### src/rtl/if_fetch_pkg.sv
// Shared definitions for the instruction fetch stage.
//   DEFAULT_RESET_PC : address of the first fetch after reset
//   DEFAULT_NOP_INST : bubble presented to decode when nothing valid is available
//   state_e          : fetch FSM encoding (2 bits)
//   align_word       : clears the byte-offset bits of an address
package if_fetch_pkg;

  localparam logic [31:0] DEFAULT_RESET_PC = 32'h8000_0000;
  localparam logic [31:0] DEFAULT_NOP_INST = 32'h0000_0013;  // addi x0,x0,0

  typedef enum logic [1:0] {
    S_IDLE = 2'd0,
    S_REQ  = 2'd1,
    S_WAIT = 2'd2
  } state_e;

  function automatic logic [31:0] align_word(input logic [31:0] a);
    return a & 32'hFFFF_FFFC;
  endfunction

endpackage

### src/rtl/if_fetch_if.sv
// Instruction memory bus: req/gnt address phase, rvalid/rdata response phase.
//   req    : fetch request valid (master -> memory)
//   addr   : fetch address, stable while req=1 and gnt=0
//   gnt    : memory accepts the request this cycle
//   rvalid : read data valid; there is no ready, the master must accept it
//   rdata  : instruction word
interface if_fetch_if;
  logic        req;
  logic [31:0] addr;
  logic        gnt;
  logic        rvalid;
  logic [31:0] rdata;

  modport master (output req, addr, input gnt, rvalid, rdata);
  modport slave  (input req, addr, output gnt, rvalid, rdata);
endinterface

### src/rtl/if_fetch_buf.sv
// if_buf: one-entry skid buffer holding a fetched {inst, addr} while decode stalls.
//   clk, rst           : clock, synchronous active-low reset
//   load               : capture load_inst/load_addr, mark valid
//   drain              : entry consumed by the output register
//   flush              : discard the entry (redirect); wins over load
//   valid, inst, addr  : buffered entry
module if_buf (
  input  logic        clk,
  input  logic        rst,
  input  logic        load,
  input  logic        drain,
  input  logic        flush,
  input  logic [31:0] load_inst,
  input  logic [31:0] load_addr,
  output logic        valid,
  output logic [31:0] inst,
  output logic [31:0] addr
);

  always_ff @(posedge clk) begin
    if (!rst)        valid <= 1'b0;
    else if (flush)  valid <= 1'b0;
    else if (load)   valid <= 1'b1;
    else if (drain)  valid <= 1'b0;
  end

  // NOTE: the payload is deliberately not reset; valid qualifies it, so
  // its power-up contents are never observed.
  always_ff @(posedge clk) begin
    if (load) begin
      inst <= load_inst;
      addr <= load_addr;
    end
  end

endmodule

### src/rtl/if_fetch.sv
// if_fetch: instruction fetch stage. Owns the PC, issues one read at a time to
// instruction memory and presents {inst, inst_addr, inst_valid} to decode.
//   clk, rst     : clock, synchronous active-low reset
//   imem         : instruction memory bus (master side)
//   jump_en_i    : redirect from execute; beats hold_i
//   jump_addr_i  : redirect target, low two bits ignored
//   hold_i       : decode stall; outputs freeze, a late response goes to the skid buffer
//   inst_o       : instruction to decode (NOP_INST when not valid)
//   inst_addr_o  : PC of inst_o
//   inst_valid_o : inst_o is a real fetched instruction
module if_fetch
  import if_fetch_pkg::*;
#(
  parameter logic [31:0] RESET_PC = DEFAULT_RESET_PC,
  parameter logic [31:0] NOP_INST = DEFAULT_NOP_INST
) (
  input  logic               clk,
  input  logic               rst,
  if_fetch_if.master         imem,
  input  logic               jump_en_i,
  input  logic [31:0]        jump_addr_i,
  input  logic               hold_i,
  output logic [31:0]        inst_o,
  output logic [31:0]        inst_addr_o,
  output logic               inst_valid_o
);

  state_e      state_q, state_d;
  logic [31:0] pc_q, pc_d;
  logic [31:0] inflight_pc_q, inflight_pc_d;
  logic        kill_q, kill_d;

  logic        buf_valid;
  logic [31:0] buf_inst, buf_addr;
  logic        fire, resp_ok;

  // Requests stop while the skid buffer is full, so it can never overflow.
  assign imem.req  = (state_q == S_REQ) && !buf_valid;
  assign imem.addr = pc_q;
  assign fire      = imem.req && imem.gnt;
  // A response is usable only for the live outstanding request.
  assign resp_ok   = imem.rvalid && (state_q == S_WAIT) && !kill_q;

  // NOTE: every signal is given a default before the case so no path
  // leaves one unassigned, which would infer a latch.
  always_comb begin
    state_d       = state_q;
    pc_d          = pc_q;
    inflight_pc_d = inflight_pc_q;
    kill_d        = kill_q;
    case (state_q)
      S_IDLE: state_d = S_REQ;
      S_REQ: begin
        if (fire) begin
          state_d       = S_WAIT;
          inflight_pc_d = pc_q;
          pc_d          = pc_q + 32'd4;
          // A grant coinciding with a redirect fetched the wrong path.
          if (jump_en_i) kill_d = 1'b1;
        end
      end
      S_WAIT: begin
        if (imem.rvalid) begin
          state_d = S_REQ;
          kill_d  = 1'b0;
        end else if (jump_en_i) begin
          kill_d  = 1'b1;
        end
      end
      default: state_d = S_IDLE;
    endcase
    if (jump_en_i) pc_d = align_word(jump_addr_i);
  end

  // NOTE: state registers use non-blocking assignments so every flop
  // samples the pre-edge values regardless of statement order.
  always_ff @(posedge clk) begin
    if (!rst) begin
      state_q       <= S_IDLE;
      pc_q          <= RESET_PC;
      inflight_pc_q <= '0;
      kill_q        <= 1'b0;
    end else begin
      state_q       <= state_d;
      pc_q          <= pc_d;
      inflight_pc_q <= inflight_pc_d;
      kill_q        <= kill_d;
    end
  end

  always_ff @(posedge clk) begin
    if (!rst) begin
      inst_o       <= NOP_INST;
      inst_addr_o  <= '0;
      inst_valid_o <= 1'b0;
    end else if (jump_en_i) begin
      inst_o       <= NOP_INST;
      inst_valid_o <= 1'b0;
    end else if (!hold_i) begin
      if (buf_valid) begin
        inst_o       <= buf_inst;
        inst_addr_o  <= buf_addr;
        inst_valid_o <= 1'b1;
      end else if (resp_ok) begin
        inst_o       <= imem.rdata;
        inst_addr_o  <= inflight_pc_q;
        inst_valid_o <= 1'b1;
      end else begin
        inst_o       <= NOP_INST;
        inst_valid_o <= 1'b0;
      end
    end
  end

  if_buf u_buf (
    .clk       (clk),
    .rst       (rst),
    .load      (hold_i && !jump_en_i && resp_ok),
    .drain     (!hold_i && !jump_en_i && buf_valid),
    .flush     (jump_en_i),
    .load_inst (imem.rdata),
    .load_addr (inflight_pc_q),
    .valid     (buf_valid),
    .inst      (buf_inst),
    .addr      (buf_addr)
  );

endmodule

### src/flat_wrapper.sv
// flat-port wrapper written by rule: the top's interface ports become plain ports
module if_fetch_flat import if_fetch_pkg::*;
#(
  parameter logic [31:0] RESET_PC = DEFAULT_RESET_PC,
  parameter logic [31:0] NOP_INST = DEFAULT_NOP_INST
)
  (clk, rst, jump_en_i, jump_addr_i, hold_i, inst_o, inst_addr_o, inst_valid_o, imem_req, imem_addr, imem_gnt, imem_rvalid, imem_rdata);
  if_fetch_if imem_i ();
  input  logic clk;
  input  logic rst;
  input  logic jump_en_i;
  input  logic [31:0] jump_addr_i;
  input  logic hold_i;
  output logic [31:0] inst_o;
  output logic [31:0] inst_addr_o;
  output logic inst_valid_o;
  output wire logic [$bits(imem_i.req)-1:0] imem_req;
  output wire logic [$bits(imem_i.addr)-1:0] imem_addr;
  input wire logic [$bits(imem_i.gnt)-1:0] imem_gnt;
  input wire logic [$bits(imem_i.rvalid)-1:0] imem_rvalid;
  input wire logic [$bits(imem_i.rdata)-1:0] imem_rdata;
  assign imem_req = imem_i.req;
  assign imem_addr = imem_i.addr;
  assign imem_i.gnt = imem_gnt;
  assign imem_i.rvalid = imem_rvalid;
  assign imem_i.rdata = imem_rdata;
  if_fetch #(.RESET_PC(RESET_PC), .NOP_INST(NOP_INST)) u_core (.clk(clk), .rst(rst), .imem(imem_i), .jump_en_i(jump_en_i), .jump_addr_i(jump_addr_i), .hold_i(hold_i), .inst_o(inst_o), .inst_addr_o(inst_addr_o), .inst_valid_o(inst_valid_o));
endmodule
### config.mk
export PLATFORM = sky130hd
export DESIGN_NAME = if_fetch_flat
export DESIGN_NICKNAME = d
export VERILOG_FILES = /design/src/rtl/if_fetch_pkg.sv /design/src/rtl/if_fetch_if.sv /design/src/rtl/if_fetch_buf.sv /design/src/rtl/if_fetch.sv /design/src/flat_wrapper.sv
export SDC_FILE = /design/constraint.sdc
export NUM_CORES = 1
export LEC_CHECK = 0
export BUFFER_PORTS_ARGS = -buffer_cell sky130_fd_sc_hd__buf_2
export CAP_MARGIN = 20
export CORE_UTILIZATION = 49
export DETAILED_ROUTE_END_ITERATION = 7
export HOLD_SLACK_MARGIN = 0.06
export PLACE_DENSITY = 0.81
export SLEW_MARGIN = 30
export SYNTH_ARGS = -nofsm -noshare
export SYNTH_HDL_FRONTEND = slang
export SYNTH_SLANG_ARGS = --single-unit
### constraint.sdc
create_clock -name clk -period 7.2 [get_ports clk]
set_input_delay 1.44 -clock clk [delete_from_list [all_inputs] [get_ports clk]]
set_output_delay 1.44 -clock clk [all_outputs]
set_load 0.1 [all_outputs]
* After elaboration in Yosys (flattened, before gate mapping)
Index checks and enable logic that the tools add are counted.
Word-level totals: flip-flop bits (word level) 197, input port bits 70, output and inout port bits 98, word-level logic and storage cells 61
Cells by class: $add $sub $neg 1, equal/unequal tests 4, muxes and demuxes 18, bitwise logic cells 3, reductions and logical operators 24
Operator list (count):
- 2-to-1 mux 32 bit | 7
- adder 32 x 3 -> 32 bit, second input constant | 1
- nonzero test 2 bit | 5
- logical AND 1 bit | 8
- AND reduction 2 bit | 4
- 2-to-1 mux 1 bit | 7
- one-hot mux 2 bit (3 select lines) | 1
- logical NOT 1 bit | 4
- 2-to-1 mux 2 bit | 2
- inverter 1 bit | 3
- AND reduction 3 bit | 1
- == test 2 x 1 -> 1 bit, second input constant | 1
- == test 2 bit, second input constant | 1
- logical NOT 2 bit | 1
- != test 2 x 1 -> 1 bit, second input constant | 1
- != test 2 bit, second input constant | 1
- one-hot mux 1 bit (2 select lines) | 1
- OR reduction 2 bit | 1

* Depth between registers and ports, before layout
depth in word-level cells 6, depth in mapped cells 7, gate-level depth less buffers 5

* By module
Synthesis repeated with hierarchy kept, for this count alone.
Second synthesis, totals: cells, all modules 758, area, all modules 7887.6 sq um
By module, submodules not included:
- if_fetch | times used 1, cells each 690, area an instance 5925.7 sq um, sequential area each 2562.5 sq um
- if_buf | times used 1, cells each 68, area an instance 1961.9 sq um, sequential area each 1941.9 sq um

* Least setup slack after synthesis
No wires, ideal clock.
path kind input -> register, from input port hold_i, to register u_core.u_buf.addr[10] (enable), setup time 0.571 ns, arrival time 6.688 ns, data required time 6.629 ns, path slack -0.059 ns, stages 4, buffers on the path 3, path through clkbuf_1 clkbuf_1 clkbuf_1 nor3b_1
Between the ends: longest elaborated chain between the ends 2
Ends and longest elaborated chain:
- from (decl) | RTL line flat_wrapper.sv:13 | input logic hold_i;
- logical AND 1 bit (2 in a row) | RTL line if_fetch.sv:118 | .load (hold_i && !jump_en_i && resp_ok),
- net u_core.u_buf.load | RTL line if_fetch_buf.sv:10 | input logic load,
- to (signal assigned) | RTL line if_fetch_buf.sv:32 | addr <= load_addr;
- to (decl) | RTL line if_fetch_buf.sv:17 | output logic [31:0] addr
The timed path passes the listed nets, and every way through them passes these cells. A chain may end at the register's enable or synchronous reset.

* Worst setup path after layout
from register u_core.u_buf.valid, to output port imem_req
Between the ends: longest elaborated chain between the ends 2
Ends and longest elaborated chain:
- from (decl) | RTL line if_fetch_buf.sv:15 | output logic valid,
- from (signal assigned) | RTL line if_fetch_buf.sv:21 | if (!rst) valid <= 1'b0;
- from (signal assigned) | RTL line if_fetch_buf.sv:22 | else if (flush) valid <= 1'b0;
- from (signal assigned) | RTL line if_fetch_buf.sv:23 | else if (load) valid <= 1'b1;
- logical NOT 1 bit | RTL line if_fetch.sv:38 | assign imem.req = (state_q == S_REQ) && !buf_valid;
- logical AND 1 bit | RTL line if_fetch.sv:38
- to (decl) | RTL line flat_wrapper.sv:17 | output wire logic [$bits(imem_i.req)-1:0] imem_req;
Every way passes these cells.

==> impl_metrics.csv <==
group,metric,value,unit
drt,first_pass_iters,5,
floorplanning,core_area,15370,sq um
synthesis,yosys_warnings,0,
timing,setup_viol,0,
clock_network,post_cts_buffers,0,
pwr,vdd_ir_drop_max,0.1613,mV
worst_setup_path,cp-startpoint,"u_core.u_buf.valid",
clock_network,cts_resized,0,
worst_setup_path,critical_path_arrival,1.87,ns
floorplanning,io_pins,168,
clock_network,clkSinkCount,189,
drt,met1Wirelength,8321,um
clock_network,htreeDepth,4,
drt,num_vias,6251,
floorplanning,num_rows,45,
worst_setup_path,critPathKind,"reg -> out",
drt,wl_per_cell,16.69,um
timing,fin_crit,3.311,ns
placement,placed_cell_area,8727,sq um
floorplanning,die_h,128.1,um
synthesis,synth_top_family_by_area,"simple AND/OR/NAND/NOR gates",
timing,timing.fmax,0.3021,GHz
global_routing,antenna_found_initial,0,
drt,first_iter_violations,442,
timing,slew_headroom,36.71,%
placement,globalplace.congestion,0.8174,
pwr,switching_power,0.0007200,W
drt,drt-total-wl,18280,um
synthesis,synth_xor_area_share,0.7864,%
synthesis,synth_compound_area_share,17.36,%
pwr,clkPwrFrac,38.4,%
timing,tightest_slew,0.9493,ns
drt,met2_length,8707,um
hold_path,hold-path-endpoint,"u_core.u_buf.addr[31]",
global_routing,grt_pass1_vias,5673,
synthesis,syn_inst,743,
clock_network,cts_hold_buf,0,
global_routing,grt.total_usage,22.80,%
synthesis,synthSimpleGateAreaFrac,17.38,%
clock_network,cts_max_path_buffers,2,
hold_path,min_path_type,"reg -> reg",
drt,wl_met3,979,um
floorplanning,dieArea,16420,sq um
synthesis,ys_ff_latch,189,
worst_setup_path,rr_startpoint,"u_core.u_buf.valid",
hold_path,worstHoldPathCells,0,
timing,fin_crit_sh,45.98,%
timing,fin_skew,0.01169,ns
worst_setup_path,r2r_end,"u_core.inst_addr_o[19]",
synthesis,async_flop_share,0,%
clock_network,clock-root-buffer,"clkbuf_16",
worst_setup_path,rr_worst_depth,5,
worst_setup_path,startpoint_type,"flip-flop",
pwr,cellLeakagePower,3.838,nW
clock_network,clock_latency,0.44,ns
worst_setup_path,endpoint_kind,"output port",
finish,layout.nets,942,
flow_run,cap_violations,0,
worst_setup_path,reg2reg_slack,4.11,ns
timing,hold_viol,0,
pwr,power,0.002373,W
pwr,internal_power,0.001653,W
worst_setup_path,required,5.76,ns
synthesis,synth_ff_type,"dfxtp_1",
placement,dp_hpwl,11650,um
clock_network,clk_pin_slew,0.07,ns
finish,drive_gt1_share,24.10,%
synthesis,avgSynthCellArea,10.49,sq um
pwr,power.density,254.9,nW/um^2
synthesis,synth_cell_types,54,
clock_network,numCtsBuffers,17,
synthesis,synthMuxAreaShare,3.852,%
timing,tns,0,ns
timing,rsz0062_at_grt,"no",
drt,highest_layer,"met4",
timing,slew_viol_final,0,
pwr,pwr-share-seq,48.8,%
synthesis,synth_edf_count,62,
floorplanning,die_x,128.1,um
global_routing,grt_max_degree,70,
global_routing,grt_pass1_wl,29010,um
synthesis,ys_seq_area_share,56.49,%
drt,ant_nets,0,
floorplanning,start_util,50.72,%
pwr,switching_share,30.35,%
global_routing,gr-total-overflow,0,
placement,port_buffers,161,
pwr,p_comb_share,12.8,%
finish,area_delta_synth_final,19.40,%
worst_setup_path,path_max_fanout,64,
hold_path,hold_start,"u_core.inflight_pc_q[31]",
finish,finalInstanceArea,9309,sq um
finish,diodes,0,
drt,vias_per_cell,5.709,
finish,post-route-util,60.56,%
status,status,"complete, no violations",
synthesis,syn_area,7796,sq um
drt,drc,0,
clock_network,cts_tree,"yes",
synthesis,synth_fa_ha_area_share,0.1605,%
==> cell usage in the layout (no fill, tap or decap), types with 6 or more instances in the layout <==
| cell type | n |
|---|---|
| nor4_1 | 6 |
| nand3_1 | 17 |
| nor2_1 | 8 |
| o31ai_1 | 9 |
| buf_2 | 161 |
| a21oi_1 | 10 |
| or4_1 | 7 |
| a21boi_0 | 30 |
| clkbuf_16 | 17 |
| dfxtp_1 | 126 |
| or3_1 | 8 |
| nand2_1 | 110 |
| o21ai_0 | 28 |
| edfxtp_1 | 62 |
| nor3_1 | 33 |
| and3_1 | 6 |
| buf_4 | 9 |
| inv_1 | 7 |
| mux2i_1 | 30 |
| nand4_1 | 12 |
| and4_1 | 6 |
| o211a_1 | 33 |
| nor2b_1 | 31 |
| a221oi_1 | 29 |
| a31oi_1 | 12 |
==> power groups by stage <==
stage / clock, W / sequential, W / combinational (W)
6_report: 0.000911 / 0.00116 / 0.000303
5_1_grt: 0.000961 / 0.00116 / 0.000320
4_1_cts: 0.000923 / 0.00116 / 0.000304
3_5_place_dp: 0 / 0.00118 / 0.000303
3_3_place_gp: 0 / 0.00118 / 0.000300
2_1_floorplan: 0 / 0.00131 / 0.000102
==> cell type report <==
class	instances	area [sq um]
clock inverter	15	156.4
timing repair buffer	172	899.6
fill	1311	6062
clock buffer	17	425.4
sequential	189	4408
tap	211	264.0
multi-input combinational	484	3129
inverter	7	26.28
==> flip-flops by register name, indices dropped and copies added, names as in the netlist <==
| signal | cells |
|---|---|
| u_core.imem.addr | 30 |
| u_core.inflight_pc_q | 30 |
| u_core.inst_addr_o | 30 |
| u_core.inst_o | 32 |
| u_core.inst_valid_o | 1 |
| u_core.kill_q | 1 |
| u_core.state_q | 2 |
| u_core.u_buf.addr | 30 |
| u_core.u_buf.inst | 32 |
| u_core.u_buf.valid | 1 |
==> Yosys cell counts, types with 6 or more instances <==
master	n	area (sq um)
a221oi_1	29	254.0
o211a_1	33	330.3
nor2b_1	31	193.9
clkbuf_1	51	191.4
a21oi_1	10	50.05
o31ai_1	9	67.56
nor3_1	33	165.2
edfxtp_1	62	1862
inv_1	7	26.28
nand4_1	12	75.07
dfxtp_1	127	2542
or4_1	7	52.55
and4_1	6	52.55
a21boi_0	30	225.2
mux2i_1	30	300.3
o21ai_0	28	140.1
and3_1	6	37.54
or3_1	8	50.05
a31oi_1	12	75.07
nor4_1	6	37.54
nand3_1	17	85.08
nor2_1	9	33.78
nand2_1	110	412.9
==> worst max path at each step <==
| stage | endpoint | slack (ns) |
|---|---|---|
| 3_3_place_gp | u_core.u_buf.addr[17] | 3.03 |
| 5_1_grt | u_core.inst_addr_o[20] | 3.77 |
| 2_1_floorplan | u_core.u_buf.addr[10] | 2.14 |
| 6_report | imem_req | 3.89 |
| 3_5_place_dp | u_core.inst_addr_o[19] | 3.45 |
| 4_1_cts | imem_req | 3.88 |
==> worst max-delay path: stages (launching register included) <==
cell	delay [ns]
dfxtp_4	0.99
nor3b_1	0.10
buf_2	0.34
==> metal layers <==
metal | global-route usage, % | vias to the layer above
met5 | 0 | -
met4 | 8.720 | 0
met3 | 5.092 | 25
met2 | 36.41 | 210
met1 | 30.23 | 3010
li1 | - | 3006
==> metrics by stage <==
stage	hold slack (ns)	instances	setup slack, ns
3_3_place_gp	0.4389	1061	3.025
4_1_cts	0.4603	1095	3.882
6_report	0.4591	1095	3.889
2_1_floorplan	0.4293	746	2.140
3_5_place_dp	0.4421	1063	3.455
5_1_grt	0.4737	1095	3.769
==> cells by family after synthesis <==
kind of cell,Yosys count
AO/OA/AOI/OAI,177
XOR/XNOR,7
adder cells (fa/ha/maj),1
buffers and inverters,73
flip-flops,189
multiplexers,30
other,1
AND/OR/NAND/NOR,265
No activity file was read; power rests on OpenSTA's default activity.
